<file path="config.mk">
export PLATFORM = sky130hd
export DESIGN_NAME = disp_scan_ctrl
export DESIGN_NICKNAME = d
export VERILOG_FILES = /design/src/rtl/disp_scan_ctrl.sv
export SDC_FILE = /design/constraint.sdc
export NUM_CORES = 1
export LEC_CHECK = 0
export CORE_MARGIN = 3
export CORE_UTILIZATION = 50
export DETAILED_ROUTE_END_ITERATION = 10
export GPL_ROUTABILITY_DRIVEN = 0
export PLACE_DENSITY = 0.72
export SLEW_MARGIN = 10
export SYNTH_ARGS = -nofsm -noshare
export SYNTH_HDL_FRONTEND = slang
export SYNTH_SLANG_ARGS = --single-unit
</file>
<file path="constraint.sdc">
create_clock -name clk -period 6.2 [get_ports clk]
set_input_delay 0.62 -clock clk [delete_from_list [all_inputs] [get_ports clk]]
set_output_delay 0.62 -clock clk [all_outputs]
set_load 0.05 [all_outputs]
</file>
<file path="src/rtl/disp_scan_ctrl.sv">
// disp_scan_ctrl: four-digit multiplexed 7-segment scan controller.
// Each digit is driven for DIV cycles, followed by GAP all-off blanking
// cycles to suppress ghosting. A new display value is parked in a pending
// register and only copied into the displayed shadow at a frame boundary
// (or while idle), so a single frame never mixes two values.
module disp_scan_ctrl #(
    parameter int unsigned DIV = 12500,
    parameter int unsigned GAP = 16
) (
    input  logic        clk,
    input  logic        rst,
    input  logic        en,
    input  logic        load_valid,
    input  logic [15:0] load_data,
    input  logic [3:0]  load_dp,
    output logic        load_ready,
    output logic [3:0]  an,
    output logic [6:0]  seg,
    output logic        dp,
    output logic        frame_done
);

    typedef enum logic [1:0] {
        S_OFF   = 2'd0,
        S_DRIVE = 2'd1,
        S_GAP   = 2'd2
    } state_t;

    localparam logic [13:0] DIV_LAST = 14'(DIV - 1);
    localparam logic [13:0] GAP_LAST = 14'(GAP - 1);

    // Scan state and datapath registers
    state_t      state;
    state_t      state_nxt;
    logic [13:0] cnt;
    logic [13:0] cnt_nxt;
    logic [1:0]  dig;
    logic [1:0]  dig_nxt;
    logic [15:0] shadow;
    logic [15:0] shadow_nxt;
    logic [3:0]  shadow_dp;
    logic [3:0]  shadow_dp_nxt;
    logic [15:0] pend;
    logic [15:0] pend_nxt;
    logic [3:0]  pend_dp;
    logic [3:0]  pend_dp_nxt;
    logic        pend_v;
    logic        pend_v_nxt;

    // Handshake / transfer qualifiers
    logic        frame_end;
    logic        xfer;
    logic        accept;

    // Next values of the registered outputs
    logic [3:0]  an_nxt;
    logic [6:0]  seg_nxt;
    logic        dp_nxt;
    logic        frame_done_nxt;
    logic        load_ready_nxt;
    logic [3:0]  nib_nxt;

    // Active-low segment pattern {g,f,e,d,c,b,a} for one hex nibble
    function automatic logic [6:0] hex_to_seg(input logic [3:0] h);
        logic [6:0] s;
        case (h)
            4'h0:    s = 7'h40;
            4'h1:    s = 7'h79;
            4'h2:    s = 7'h24;
            4'h3:    s = 7'h30;
            4'h4:    s = 7'h19;
            4'h5:    s = 7'h12;
            4'h6:    s = 7'h02;
            4'h7:    s = 7'h78;
            4'h8:    s = 7'h00;
            4'h9:    s = 7'h10;
            4'hA:    s = 7'h08;
            4'hB:    s = 7'h03;
            4'hC:    s = 7'h46;
            4'hD:    s = 7'h21;
            4'hE:    s = 7'h06;
            default: s = 7'h0E;
        endcase
        return s;
    endfunction

    // State register plus counters, shadow and pending storage
    always_ff @(posedge clk) begin
        if (rst) begin
            state     <= S_OFF;
            cnt       <= '0;
            dig       <= '0;
            shadow    <= '0;
            shadow_dp <= '0;
            pend      <= '0;
            pend_dp   <= '0;
            pend_v    <= 1'b0;
        end else begin
            state     <= state_nxt;
            cnt       <= cnt_nxt;
            dig       <= dig_nxt;
            shadow    <= shadow_nxt;
            shadow_dp <= shadow_dp_nxt;
            pend      <= pend_nxt;
            pend_dp   <= pend_dp_nxt;
            pend_v    <= pend_v_nxt;
        end
    end

    // Next-state logic: scan sequencing and pending/shadow handover
    always_comb begin
        state_nxt = state;
        cnt_nxt   = cnt;
        dig_nxt   = dig;
        frame_end = 1'b0;

        case (state)
            S_OFF: begin
                cnt_nxt = '0;
                dig_nxt = '0;
                if (en) begin
                    state_nxt = S_DRIVE;
                end
            end
            S_DRIVE: begin
                if (!en) begin
                    state_nxt = S_OFF;
                    cnt_nxt   = '0;
                    dig_nxt   = '0;
                end else if (cnt == DIV_LAST) begin
                    state_nxt = S_GAP;
                    cnt_nxt   = '0;
                end else begin
                    cnt_nxt = cnt + 14'd1;
                end
            end
            S_GAP: begin
                if (!en) begin
                    state_nxt = S_OFF;
                    cnt_nxt   = '0;
                    dig_nxt   = '0;
                end else if (cnt == GAP_LAST) begin
                    state_nxt = S_DRIVE;
                    cnt_nxt   = '0;
                    dig_nxt   = dig + 2'd1;
                    frame_end = (dig == 2'd3);
                end else begin
                    cnt_nxt = cnt + 14'd1;
                end
            end
            default: begin
                state_nxt = S_OFF;
                cnt_nxt   = '0;
                dig_nxt   = '0;
            end
        endcase

        // Transfer happens on the edge that starts the new frame, so digit 0
        // of that frame already shows the new value; accept and transfer are
        // mutually exclusive because one needs pend_v=0 and the other pend_v=1.
        xfer   = pend_v && (frame_end || (state == S_OFF));
        accept = load_valid && !pend_v;

        shadow_nxt    = shadow;
        shadow_dp_nxt = shadow_dp;
        pend_nxt      = pend;
        pend_dp_nxt   = pend_dp;
        pend_v_nxt    = pend_v;

        if (xfer) begin
            shadow_nxt    = pend;
            shadow_dp_nxt = pend_dp;
            pend_v_nxt    = 1'b0;
        end else if (accept) begin
            pend_nxt    = load_data;
            pend_dp_nxt = load_dp;
            pend_v_nxt  = 1'b1;
        end
    end

    // Output logic: derive output values from the upcoming state so the
    // registered outputs line up with the state they describe
    always_comb begin
        nib_nxt        = shadow_nxt[{dig_nxt, 2'b00} +: 4];
        an_nxt         = 4'b1111;
        seg_nxt        = 7'h7F;
        dp_nxt         = 1'b1;
        frame_done_nxt = frame_end;
        load_ready_nxt = !pend_v_nxt;

        if (state_nxt == S_DRIVE) begin
            an_nxt  = ~(4'b0001 << dig_nxt);
            seg_nxt = hex_to_seg(nib_nxt);
            dp_nxt  = ~shadow_dp_nxt[dig_nxt];
        end
    end

    // Output registers
    always_ff @(posedge clk) begin
        if (rst) begin
            an         <= 4'b1111;
            seg        <= 7'h7F;
            dp         <= 1'b1;
            frame_done <= 1'b0;
            load_ready <= 1'b1;
        end else begin
            an         <= an_nxt;
            seg        <= seg_nxt;
            dp         <= dp_nxt;
            frame_done <= frame_done_nxt;
            load_ready <= load_ready_nxt;
        end
    end

endmodule

</file>
### Word-level counts from Yosys, hierarchy flattened

Memories as Yosys holds them, arrays and structs flattened. A register that Yosys moved wholly into a read port is not among the register bits.
Cells that the tools add are included.

| word-level totals | value |
|---|---|
| register bits | 66 |
| bits in latches | 0 |
| memory bits (writable) | 0 |
| memory bits (read-only) | 112 |
| input bits | 24 |
| output and inout port bits | 14 |
| word-level logic and storage cells | 60 |
| memories | 1 |

| cells by class | value |
|---|---|
| $add $sub $neg | 2 |
| multipliers | 0 |
| divide/modulo/power cells | 0 |
| order comparisons | 1 |
| equality and inequality tests | 6 |
| shift operators | 2 |
| multiplexer cells | 24 |
| bitwise gates (word level) | 4 |
| reduce and logical (&&, ||, !) cells | 8 |

Memories:

| memory | depth | width | rd ports | clocked after Yosys merged registers in | wr ports | RTL line | text |
|---|---|---|---|---|---|---|---|
| (name not given) | 16 | 7 | 1 | 1 | 0 | 66 | `case (h)` |

Operators by type and width:

| operator | number |
|---|---|
| $mux 14 | 4 |
| $pmux 14 s2 | 1 |
| $mux 16 | 1 |
| $mux 2 | 8 |
| $shiftx 16x5->4 | 1 |
| $add 14x1->14 const B | 1 |
| $eq 14x14->1 const B | 1 |
| $eq 14x4->1 const B | 1 |
| $mux 1 | 6 |
| $pmux 2 s3 | 1 |
| $eq 2x1->1 const B | 2 |
| $eq 2x2->1 const B | 2 |
| $mux 4 | 1 |
| $not 4->4 | 1 |
| $pmux 2 s2 | 1 |
| $shl 1x2->4 const A | 1 |
| $lt 2x3->1 const B | 1 |
| $not 1->1 | 3 |
| $add 2x1->2 const B | 1 |
| $bmux 1 s2 | 1 |
| $logic_and 1x1->1 | 2 |
| $logic_not 1->1 | 2 |
| $logic_not 2->1 | 1 |
| $reduce_and 2->1 | 1 |
| other kinds (2) | 2 |

### Logic depth before layout (Yosys ltp)

| depth | value |
|---|---|
| depth after elaboration | 10 |
| mapped depth | 14 |

### Least setup slack after synthesis

OpenSTA, ideal clock, no wires.

| timing path | value |
|---|---|
| kind | register to register |
| from | register cnt[0] |
| to | register seg[3] |
| arrival | 3.397 ns |
| slack | 2.669 ns |
| cell stages (with the launch flop) | 15 |
| path buffers | 2 |
| cell sequence | dfxtp_1 ha_1 nor4b_4 nand4_4 o21ai_2 buf_4 buf_2 mux2i_1 nor2_1 nor4_1 inv_1 ha_1 and3_1 a2111oi_0 a31oi_1 |

| on the way | value |
|---|---|
| word-level cells in the longest chain between the ends | 8 |
| elaborated cells between the ends (all ways) | 20 |
| classes of those cells | eq/ne (3); shift (1); mux (12); bitwise (1); reduce/logical (3) |

RTL lines:

| item | RTL line | text |
|---|---|---|
| from (decl) | 35 | `logic [13:0] cnt;` |
| from (signal assigned) | 100 | `cnt <= cnt_nxt;` |
| $eq 14x4->1 | 142 | `end else if (cnt == GAP_LAST) begin` |
| $mux 1 | 142 |  |
| $mux 1 | 138 | `if (!en) begin` |
| $mux 1 | 117 | `case (state)` |
| $logic_or 1x1->1 | 161 | `xfer = pend_v && (frame_end \|\| (state == S_OFF));` |
| $logic_and 1x1->1 | 161 |  |
| $mux 16 | 170 | `if (xfer) begin` |
| $shiftx 16x5->4 | 184 | `nib_nxt = shadow_nxt[{dig_nxt, 2'b00} +: 4];` |
| to (decl) | 18 | `output logic [6:0] seg,` |

Several ways; a longest one is shown, not always the timed one.
A chain may end at the register's enable or synchronous reset.

### Final worst setup path

Same ends and word-level chain as after synthesis.

==> summary.md <==
| Metric | Value |
|---|---|
| Most frequent CP cell | ha_1 |
| RSZ-0062 raised after global routing | no |
| I/O pin count | 38 |
| Clock Skews | 9.96 ps |
| All-Layer GR Usage | 0.193 |
| # diodes | 0 |
| Worst R2R Path Depth | 13 |
| Root buffer cell | clkbuf_8 |
| Worst vdd ir | 162 uV |
| Mapped Cells | 365 |
| Largest family of logic cells by synthesized area | simple AND/OR/NAND/NOR gates |
| WL/cell | 14.1 um |
| Vias | 2,637 |
| R2r startpoint | cnt[0] |
| Status | completed |
| Yosys reg bits | 73 |
| Setup violations, final | 0 |
| Post-CTS setup buffers | 0 |
| Synth Area in Simple Gates | 0.236 |
| Synth area leader | dfxtp_1 |
| Startpoint Class | register |
| R2r setup slk | 2190 ps |
| Worst skew pair latency | 350 ps |
| Worst path buffer plus inverter count | 2 |
| Nets@finish | 435 |
| # port buffers | 37 |
| Antenna violations before repair | 0 |
| Slew margin rel. | 0.402 |
| Count leader, synth | dfxtp_1 |
| Post-CTS Hold Fix Bufs | 0 |
| Die ar. | 0.00757 mm2 |
| Drt pass-1 iters | 4 |
| Fmax | 249 MHz |
| Tmin final | 4010 ps |
| Initial DRC count | 133 |
| CTS tree | built |
| R2r endpoint | seg[3] |
| Synth top area share | 0.445 |
| Max Root-Sink Buffers | 2 |
| Hold Crit Class | reg -> reg |
| Worst-path fanout max | 21 |
| Hpwl dp | 4800 um |
| Initial Utilization | 0.536 |
| Worst Path Arrival | 4200 ps |
| Hold Slack | 460 ps |
| Hold Fails Final Rpt | 0 |
| Top cells by count, synth | dfxtp_1 (73), nand2_1 (60), nor2_1 (43) |
| Post-synth EDFFs | 0 |
| Power density over the cells | 262 mW/mm2 |
| Row cnt | 28 |
| Max Slew Vio Count | 0 |
| Adder-Cell Fraction of Synth Area | 0.0457 |
| Die H | 87.0 um |
| Worst setup path end | seg[3] |
| Highest-delay cell along the critical path | nor4_1 |
| Static Leak | 1.47 nW |
| Area Overhead vs Synth | 19.4% |
| Post_cts resized | 0 |
| Syn nets | 401 |
| WS Path Type | reg -> reg |
| Syn_area_per_cell | 8.99 um2 |
| Routed Antenna Nets | 0 |
| Synthesis Warnings | 0 |
| Sequential fraction of the synthesis area | 0.445 |
| Clock sink total | 73 |
| Largest delay share family, worst path | simple AND/OR/NAND/NOR gates |
| H-tree levels | 3 |
| Ys async rst share | 0 |
| Core region area | 0.00613 mm2 |
| Clock Pin Slew Worst Setup and Hold Paths | 80 ps |
| Chip width | 87.0 um |
| Global-route wire length before repair | 11,500 um |
| Compound-Gate Fraction of Synth Area | 0.123 |
| Mapped Area | 0.00328 mm2 |
| Synth area leaders | dfxtp_1 (45%), nand2_1 (6.9%), mux2i_1 (6.4%) |
| Layout cell share with drive strength beyond 1 | 0.0817 |
| Worst Setup SP | cnt[0] |
| Actual slew at the worst max-slew pin | 892 ps |
| Final wirelength | 6740 um |
| Worst path max stage delay | 690 ps |
| Data required, critical path | 6390 ps |
| Max cap viols | 0 |
| Multiplexer share of the synthesized area | 0.0789 |
| Setup TNS | 0 ps |
| Largest net degree at the start of global routing | 48 |
| TritonCTS Buffers | 9 |
| Vias in the first global route | 2,472 |
| Post-DR vias/cell | 5.51 |
| Worst Setup End Kind | register |
| Final worst path period share | 0.647 |
| Top_reg_cell synth | dfxtp_1 |
| WP depth | 13 |
| Grt total ovfl | 0 |
| Worst-path cell chain | ha_1 > nor4b_4 > nand4_4 > o21ai_2 > buf_4 > mux2i_1 > nor2b_1 > nor4_1 > inv_1 > ha_1 > and3_1 > a2111oi_0 > a31oi_1 |
| # DRC | 0 |
| Synth cell types | 55 |
| XOR/XNOR Fraction of Synth Area | 0.0347 |
layer usage:
metal | GRT usage | part of all wire | vias to the layer above
li1 | - | - | 1326
met2 | 0.292 | 0.45 | 65
met5 | 0 | 0 | -
met1 | 0.263 | 0.48 | 1233
met4 | 0.0807 | 0.019 | 0
met3 | 0.0454 | 0.048 | 13
per-stage QoR:
step | util | instance area, um2 | cells | power, mW | setup WS (ps)
finish | 0.639 | 3920 | 479 | 1.03 | 2190
global placement | 0.602 | 3690 | 463 | 0.614 | 2340
global route | 0.639 | 3920 | 479 | 1.07 | 1880
CTS | 0.639 | 3920 | 479 | 1.03 | 2240
floorplan | - | 3280 | 365 | 0.578 | 2670
detailed placement | 0.602 | 3690 | 463 | 0.616 | 2160
cell usage in the layout (no fill, tap or decap), drive strengths merged, types with 2 or more instances in the layout:
cell / netlist / final
dfxtp: 73 / 73
nand2: 60 / 60
nor2: 43 / 43
clkdlybuf4s50: 0 / 37
a21oi: 27 / 27
mux2i: 21 / 21
ha: 12 / 12
inv: 11 / 12
clkbuf: 12 / 10
nand3: 9 / 9
xor2: 9 / 9
nor3: 8 / 8
nor2b: 7 / 7
o21ai: 6 / 6
nand4: 5 / 5
o22ai: 4 / 4
xnor2: 4 / 4
mux2: 4 / 4
and4: 3 / 3
nand2b: 3 / 3
or3: 3 / 3
and3: 3 / 3
and2: 3 / 3
buf: 5 / 3
nor4b: 3 / 3
nor4: 2 / 2
a211o: 2 / 2
a222oi: 2 / 2
o221ai: 2 / 2
a31oi: 2 / 2
bufinv: 0 / 2
a2111oi: 2 / 2
clkinv: 0 / 2
flip-flops by register name, indices dropped and copies added (netlist names):
| register | count |
|---|---|
| seg | 7 |
| an | 4 |
| dig | 2 |
| pend_v | 1 |
| state | 2 |
| shadow_dp | 4 |
| dp | 1 |
| pend_dp | 4 |
| shadow | 16 |
| frame_done | 1 |
| load_ready | 1 |
| cnt | 14 |
| pend | 16 |
worst min path at each step:
stage / startpoint / slack [ps] / to / cells after the start
3_5_place_dp: cnt[0] / 450 / cnt[0] / 1
3_3_place_gp: cnt[0] / 440 / cnt[0] / 1
2_1_floorplan: cnt[0] / 430 / cnt[0] / 1
6_report: pend[7] / 460 / pend[7] / 2
5_1_grt: pend_dp[3] / 490 / pend_dp[3] / 2
4_1_cts: pend[7] / 460 / pend[7] / 2
final cells by class:
type | count | area (um2)
flip-flops and latches | 73 | 1460
well taps | 75 | 93.8
clock inverters | 6 | 90.1
inverters | 11 | 41.3
multi-input cells | 264 | 1700
repair buffers | 40 | 393
fillers | 503 | 2210
clock buffers | 10 | 138
cell families (layout without fill, tap and decap cells):
group | Yosys count | count (layout)
and+or+nand+nor | 157 | 157
xor gates and xnor gates | 13 | 13
muxes | 25 | 25
AOI/OAI and AO/OA | 57 | 57
DFF | 73 | 73
buffers and inverters | 28 | 67
adders and majority gates | 12 | 12
worst min-delay path, delay by kind of cell, from the launching register on:
family / cells / cell delay, ps
AO/OA/AOI/OAI: 1 / 50
flip-flops: 1 / 320
AND/OR/NAND/NOR: 1 / 50
report_power, final:
group,switching [mW],internal (mW)
clock,0.183,0.239
sequential,0.00868,0.486
combinational,0.0643,0.0456
No activity file was read; power rests on OpenSTA's default activity.
